$ cat src/rtl/uart_rx_framer.sv
// uart_rx_framer: assembles SYNC, LEN, payload[LEN], CHK frames from a UART byte strobe
// and holds one validated payload on a fall-through read port. Optional macro: FRAMER_TIMEOUT_EN.
module uart_rx_framer #(
   parameter logic [7:0] SYNC_BYTE      = 8'hA5,
   parameter int         MAX_LEN        = 16,
   parameter int         LEN_BITS       = 5,
   parameter int         TIMEOUT_CYCLES = 4340,
   parameter int         TO_BITS        = 16
) (
   input  logic                clock,
   input  logic                reset,
   input  logic                rx_valid,
   input  logic [7:0]          rx_data,
   output logic                frm_ready,
   output logic [LEN_BITS-1:0] frm_len,
   input  logic                rd_en,
   output logic [7:0]          rd_data,
   output logic                rd_last,
   output logic                busy,
   output logic                err_chk,
   output logic                err_len,
   output logic                err_timeout,
   output logic                overrun,
   output logic [2:0]          dbg_state
);

   // rx_valid is a one-cycle strobe with no backpressure; rd_en pops rd_data only while frm_ready=1.
   typedef enum logic [2:0] {
      S_HUNT    = 3'd0,
      S_LEN     = 3'd1,
      S_PAYLOAD = 3'd2,
      S_CHECK   = 3'd3,
      S_HOLD    = 3'd4
   } state_t;

   localparam int                  AW        = (MAX_LEN > 1) ? $clog2(MAX_LEN) : 1;
   localparam int                  DEPTH     = 1 << AW;
   localparam logic [7:0]          MAX_LEN_B = 8'(MAX_LEN);
   localparam logic [LEN_BITS-1:0] LEN_ONE   = LEN_BITS'(1);

   state_t              state_q, state_d;
   logic [LEN_BITS-1:0] len_q, len_d;
   logic [LEN_BITS-1:0] wptr_q, wptr_d;
   logic [LEN_BITS-1:0] rptr_q, rptr_d;
   logic [7:0]          acc_q, acc_d;
   logic                err_chk_q, err_chk_d;
   logic                err_len_q, err_len_d;
   logic                overrun_q, overrun_d;
   logic [7:0]          buf_q [DEPTH];
   logic                buf_we;
   logic                busy_w;
   logic                hold_last;
   logic                timeout_hit;

   assign busy_w    = (state_q == S_LEN) || (state_q == S_PAYLOAD) || (state_q == S_CHECK);
   assign hold_last = (rptr_q == len_q - LEN_ONE);

   always_comb begin
      state_d   = state_q;
      len_d     = len_q;
      wptr_d    = wptr_q;
      rptr_d    = rptr_q;
      acc_d     = acc_q;
      err_chk_d = 1'b0;
      err_len_d = 1'b0;
      overrun_d = 1'b0;
      buf_we    = 1'b0;
      case (state_q)
         S_HUNT: begin
            if (rx_valid && (rx_data == SYNC_BYTE)) state_d = S_LEN;
         end
         S_LEN: begin
            if (rx_valid) begin
               if ((rx_data == 8'd0) || (rx_data > MAX_LEN_B)) begin
                  err_len_d = 1'b1;
                  state_d   = S_HUNT;
               end else begin
                  len_d   = rx_data[LEN_BITS-1:0];
                  wptr_d  = '0;
                  acc_d   = rx_data;
                  state_d = S_PAYLOAD;
               end
            end
         end
         S_PAYLOAD: begin
            if (rx_valid) begin
               buf_we = 1'b1;
               wptr_d = wptr_q + LEN_ONE;
               acc_d  = acc_q ^ rx_data;
               if (wptr_q == len_q - LEN_ONE) state_d = S_CHECK;
            end
         end
         S_CHECK: begin
            if (rx_valid) begin
               if (rx_data == acc_q) begin
                  state_d = S_HOLD;
                  rptr_d  = '0;
               end else begin
                  err_chk_d = 1'b1;
                  state_d   = S_HUNT;
               end
            end
         end
         S_HOLD: begin
            // A byte arriving here is lost, even in the cycle the last pop releases the frame.
            overrun_d = rx_valid;
            if (rd_en) begin
               if (hold_last) begin
                  state_d = S_HUNT;
                  rptr_d  = '0;
               end else begin
                  rptr_d = rptr_q + LEN_ONE;
               end
            end
         end
         default: state_d = S_HUNT;
      endcase
      if (timeout_hit) state_d = S_HUNT;
   end

   always_ff @(posedge clock or negedge reset) begin
      if (!reset) begin
         state_q   <= S_HUNT;
         len_q     <= '0;
         wptr_q    <= '0;
         rptr_q    <= '0;
         acc_q     <= '0;
         err_chk_q <= 1'b0;
         err_len_q <= 1'b0;
         overrun_q <= 1'b0;
      end else begin
         state_q   <= state_d;
         len_q     <= len_d;
         wptr_q    <= wptr_d;
         rptr_q    <= rptr_d;
         acc_q     <= acc_d;
         err_chk_q <= err_chk_d;
         err_len_q <= err_len_d;
         overrun_q <= overrun_d;
      end
   end

   always_ff @(posedge clock) begin
      if (buf_we) buf_q[wptr_q[AW-1:0]] <= rx_data;
   end

`ifdef FRAMER_TIMEOUT_EN
   logic [TO_BITS-1:0] to_cnt_q, to_cnt_d;
   logic               err_timeout_q;

   // A strobe in the terminal-count cycle wins and restarts the idle count.
   always_comb begin
      to_cnt_d    = '0;
      timeout_hit = 1'b0;
      if (busy_w && !rx_valid) begin
         if (to_cnt_q == TO_BITS'(TIMEOUT_CYCLES - 1)) timeout_hit = 1'b1;
         else to_cnt_d = to_cnt_q + TO_BITS'(1);
      end
   end

   always_ff @(posedge clock or negedge reset) begin
      if (!reset) begin
         to_cnt_q      <= '0;
         err_timeout_q <= 1'b0;
      end else begin
         to_cnt_q      <= to_cnt_d;
         err_timeout_q <= timeout_hit;
      end
   end

   assign err_timeout = err_timeout_q;
`else
   logic unused_timeout_cfg;
   assign unused_timeout_cfg = ^{32'(TIMEOUT_CYCLES), 32'(TO_BITS)};
   assign timeout_hit        = 1'b0;
   assign err_timeout        = 1'b0;
`endif

   assign frm_ready = (state_q == S_HOLD);
   assign frm_len   = frm_ready ? len_q : '0;
   assign rd_data   = frm_ready ? buf_q[rptr_q[AW-1:0]] : 8'h00;
   assign rd_last   = frm_ready && hold_last;
   assign busy      = busy_w;
   assign err_chk   = err_chk_q;
   assign err_len   = err_len_q;
   assign overrun   = overrun_q;
   assign dbg_state = state_q;

endmodule

$ cat config.mk
export PLATFORM = sky130hd
export DESIGN_NAME = uart_rx_framer
export DESIGN_NICKNAME = d
export VERILOG_FILES = /design/src/rtl/uart_rx_framer.sv
export SDC_FILE = /design/constraint.sdc
export NUM_CORES = 1
export LEC_CHECK = 0
export CAP_MARGIN = 30
export CORE_ASPECT_RATIO = 1.5
export CORE_UTILIZATION = 40
export CTS_BUF_LIST = sky130_fd_sc_hd__clkbuf_8
export CTS_CLUSTER_SIZE = 14
export DETAILED_ROUTE_END_ITERATION = 12
export SLEW_MARGIN = 10
export SYNTH_ARGS = -nofsm -noshare
export SYNTH_HDL_FRONTEND = slang
export SYNTH_SLANG_ARGS = --single-unit
$ cat constraint.sdc
create_clock -name clock -period 4.8 [get_ports clock]
set_input_delay 0.48 -clock clock [delete_from_list [all_inputs] [get_ports clock]]
set_output_delay 0.48 -clock clock [all_outputs]
set_load 0.02 [all_outputs]
==> reports/results.md <==
| Item | This run |
|---|---|
| Wire length of the first global-routing pass | 22100 µm |
| Post-CTS Hold Buffers | 0 |
| Final setup viols | 0 |
| Headroom to the max-slew limit | 0.383 |
| Number of remaining DRC errors | 0 |
| Leading register cell type out of synthesis | sky130_fd_sc_hd__edfxtp_1 |
| Count of endpoints failing hold in the final timing report | 0 |
| Die area | 17800 µm² |
| Yosys warning count | 0 |
| Sequential share of the synthesized area | 0.660 |
| Share of the cycle needed by the critical path after routing | 0.772 |
| Largest driver fanout on the critical path | 16 |
| Setup crit start kind | register |
| Area fraction in compound gates after synthesis | 0.0412 |
| Worst vdd ir | 190 µV |
| Placement row count | 58 |
| Routed WL | 14400 µm |
| Count of filler cells inserted in the layout | 1470 |
| GRT overflow | 0 |
| MaxCap Viol Count | 0 |
| Critical path endpoint category | primary output |
| Ant diodes | 0 |
| Mapped Nets | 431 |
| Final-layout setup total negative slack | 0 ns |
| Power density of the placed cells | 395 nW/µm² |
| TritonCTS clock tree | built |
| Crit path max-delay cell type | sky130_fd_sc_hd__dfrtp_2 |
| Number of pins exceeding their max-slew limit in the final report | 0 |
| Synthesized flop and latch total | 157 |
| Net count reported at finish | 472 |
| Number of synthesized flops with an enable pin | 128 |
| Synthesized-area fraction occupied by and/or/nand/nor cells | 0.0756 |
| Commonest non-fill, non-tap cell in the layout | sky130_fd_sc_hd__edfxtp_1 |
| Number of global-route vias before repair | 3854 |
| Fraction of synthesized area in multiplexers | 0.146 |
| Worst Tran Pin Value | 0.922 ns |
| Tightest Hold Check Type | in2async |
| Sum of buffers and inverters on the critical path | 2 |
| Share of Yosys cell area claimed by the top area cell type | 0.555 |
| Starting Density | 0.411 |
| Synthesized area | 6920 µm² |
| Level count of the clock H-tree | 4 |
| RSZ-0062 raised after global routing | no |
| Combinational family with the most area after synthesis | multiplexers |
| Top achievable clock speed | 270 MHz |
| Core outline area | 16800 µm² |
| Starting DRT DRC Count | 203 |
| Most area-consuming cells after synthesis | sky130_fd_sc_hd__edfxtp_1 56%, sky130_fd_sc_hd__dfrtp_1 10%, sky130_fd_sc_hd__mux4_1 8.0% |
| Top delay family on crit path | multiplexers |
| Clock period minus worst slack | 3.71 ns |
| Vias post-DR | 3671 |
| CTS clk-pin slew, worst paths | 0.10 ns |
| Count of pins on the block boundary | 35 |
| Power after layout | 3110 µW |
| Clk sinks | 157 |
| Detailed-placement wirelength estimate | 9460 µm |
| Final estimated routing congestion in global placement | 0.802 |
| Fraction of layout instances using a drive strength above 1 | 0.161 |
| Remaining antenna violation count | 0 |
| Count of buffers from port buffering | 33 |
| GRT Overall Usage | 0.175 |
| Series of cell instances along the critical path | buf_4 -> mux4_1 -> mux4_2 -> and2_1 -> clkdlybuf4s50_1 |
| Length of routed wiring on met1 | 5940 µm |
| Antenna violations before repair | 0 |
| Post-CTS Setup Bufs | 0 |
| Post-cts resize count | 0 |
| Area Growth Syn to Fin | 13.7% |
| Xor-xnor portion of the synthesized cell area | 0.0336 |
| Iteration count of the initial detailed-routing pass | 4 |
| Mapped Avg Cell Area | 16.8 µm² |
| Routed length on met3 | 268 µm |
| Layout Skew | 0.0180 ns |
| Number of clock buffers inserted by TritonCTS | 17 |
| Cell type with the largest total area after synthesis | sky130_fd_sc_hd__edfxtp_1 |
| Latest clock arrival within the worst-skew pair | 0.44 ns |
| Root Buffer | sky130_fd_sc_hd__clkbuf_8 |
| Maximum number of pins on one net before global-route repair | 37 |
| Worst EP arrival | 3.23 ns |
| Mean routed wirelength per cell | 21.2 µm |
| Data required time at the worst endpoint | 4.32 ns |
| Vias per cell | 5.42 |
| Type of the worst setup path | reg2out |
| Adder and majority cell fraction of the synthesized area | 0.0108 |
| Status | completed |
| Max Root-Sink Buffers | 2 |
| Routed length on met2 | 7870 µm |
| DR top layer | met4 |
| Async S/R FF share, synth | 0.185 |
| Crit-path max cell delay | 0.65 ns |
| Commonest cells after routing, fill and taps aside | 128 x sky130_fd_sc_hd__edfxtp_1, 33 x sky130_fd_sc_hd__clkdlybuf4s50_1, 28 x sky130_fd_sc_hd__dfrtp_1, 21 x sky130_fd_sc_hd__nand2_1, 21 x sky130_fd_sc_hd__mux4_1 |
| Chip width | 109 µm |
| Distinct cell type count of the synthesized netlist | 46 |
| Leakage power summed over all cells | 0.00268 µW |
| Die height | 163 µm |
| Post-synthesis instance total | 413 |
==> power by group <==
part | switching (µW) | leakage (µW) | internal, µW
Combinational | 265 | 0.000965 | 220
Sequential | 110 | 0.00151 | 1550
Clock | 565 | 0.000204 | 395
Total | 940 | 0.00268 | 2170
==> sequential cells by signal (all words and copies together) (netlist names) <==
signal	cells
buf_q	128
wptr_q	5
acc_q	8
err_chk	1
dbg_state	3
len_q	5
rptr_q	5
err_len	1
overrun	1
==> worst paths after layout <==
kind,from,end,slack [ns],cells after the start
min in group clock,wptr_q[4],wptr_q[4],0.53,1
max in group asynchronous,reset,rptr_q[0],4.07,2
max reg2reg,dbg_state[2],buf_q[13][3],1.73,4
min,reset,rptr_q[4],0.42,2
max,rptr_q[0],rd_data[5],1.09,5
min reg2reg,wptr_q[4],wptr_q[4],0.53,1
==> logic make-up (layout without fill, tap and decap cells) <==
logic type                 count (synthesis)  after routing
AOI/OAI and AO/OA                         42             42
DFF                                      157            157
buffers and inverters                     42             96
other                                      1              1
xor gates and xnor gates                  25             25
and+or+nand+nor                           97             97
muxes                                     43             43
adders and majority gates                  6              6
==> synth_stat cells, drive strengths merged, types with 2 or more instances <==
master    n
nand4     5
clkbuf   13
nor4      8
ha        6
o21ai    22
a32oi     2
inv      18
mux2      3
nand2    21
o31ai     4
xor2      4
mux4     40
and3      7
buf      11
nor2     15
xnor2    20
nor3b     3
o41ai     2
a22oi     6
nand3    11
dfrtp    29
o311ai    2
nor3      4
and2     16
edfxtp  128
nand4b    2
==> per-stage QoR <==
step | setup slack (ns) | cell area, µm² | hold WS (ns) | std cells | utilization
after CTS | 1.00 | 7870 | 0.405 | 677 | 0.467
final | 1.09 | 7870 | 0.420 | 677 | 0.467
after global placement | 1.53 | 7470 | 0.515 | 645 | 0.444
after detailed placement | 1.50 | 7470 | 0.514 | 645 | 0.444
after floorplan | 2.37 | 6920 | 0.184 | 413 | -
after global routing | 0.949 | 7870 | 0.453 | 677 | 0.467
==> worst reg2reg max path, delay by kind of cell (launching register included) <==
family / cells / cell delay, ns
simple gates: 4 / 2.18
flops: 1 / 0.50
==> layout make-up <==
class | instances | area (µm²) | area share
Timing Repair Buffer | 46 | 428 | 0.0544
Clock inverter | 15 | 168 | 0.0213
Inverter | 18 | 67.6 | 0.00859
Clock buffer | 17 | 234 | 0.0297
Tap cell | 210 | 263 | 0.0334
Sequential cell | 157 | 4570 | 0.581
Multi-Input combinational cell | 214 | 2140 | 0.272
==> per-layer routing <==
layer | vias to the layer above | track usage
met5 | - | 0
met4 | 0 | 0.0715
met3 | 18 | 0.0287
met2 | 43 | 0.308
met1 | 1904 | 0.211
li1 | 1706 | -
Note: power is estimated with default switching activity, not from simulation.
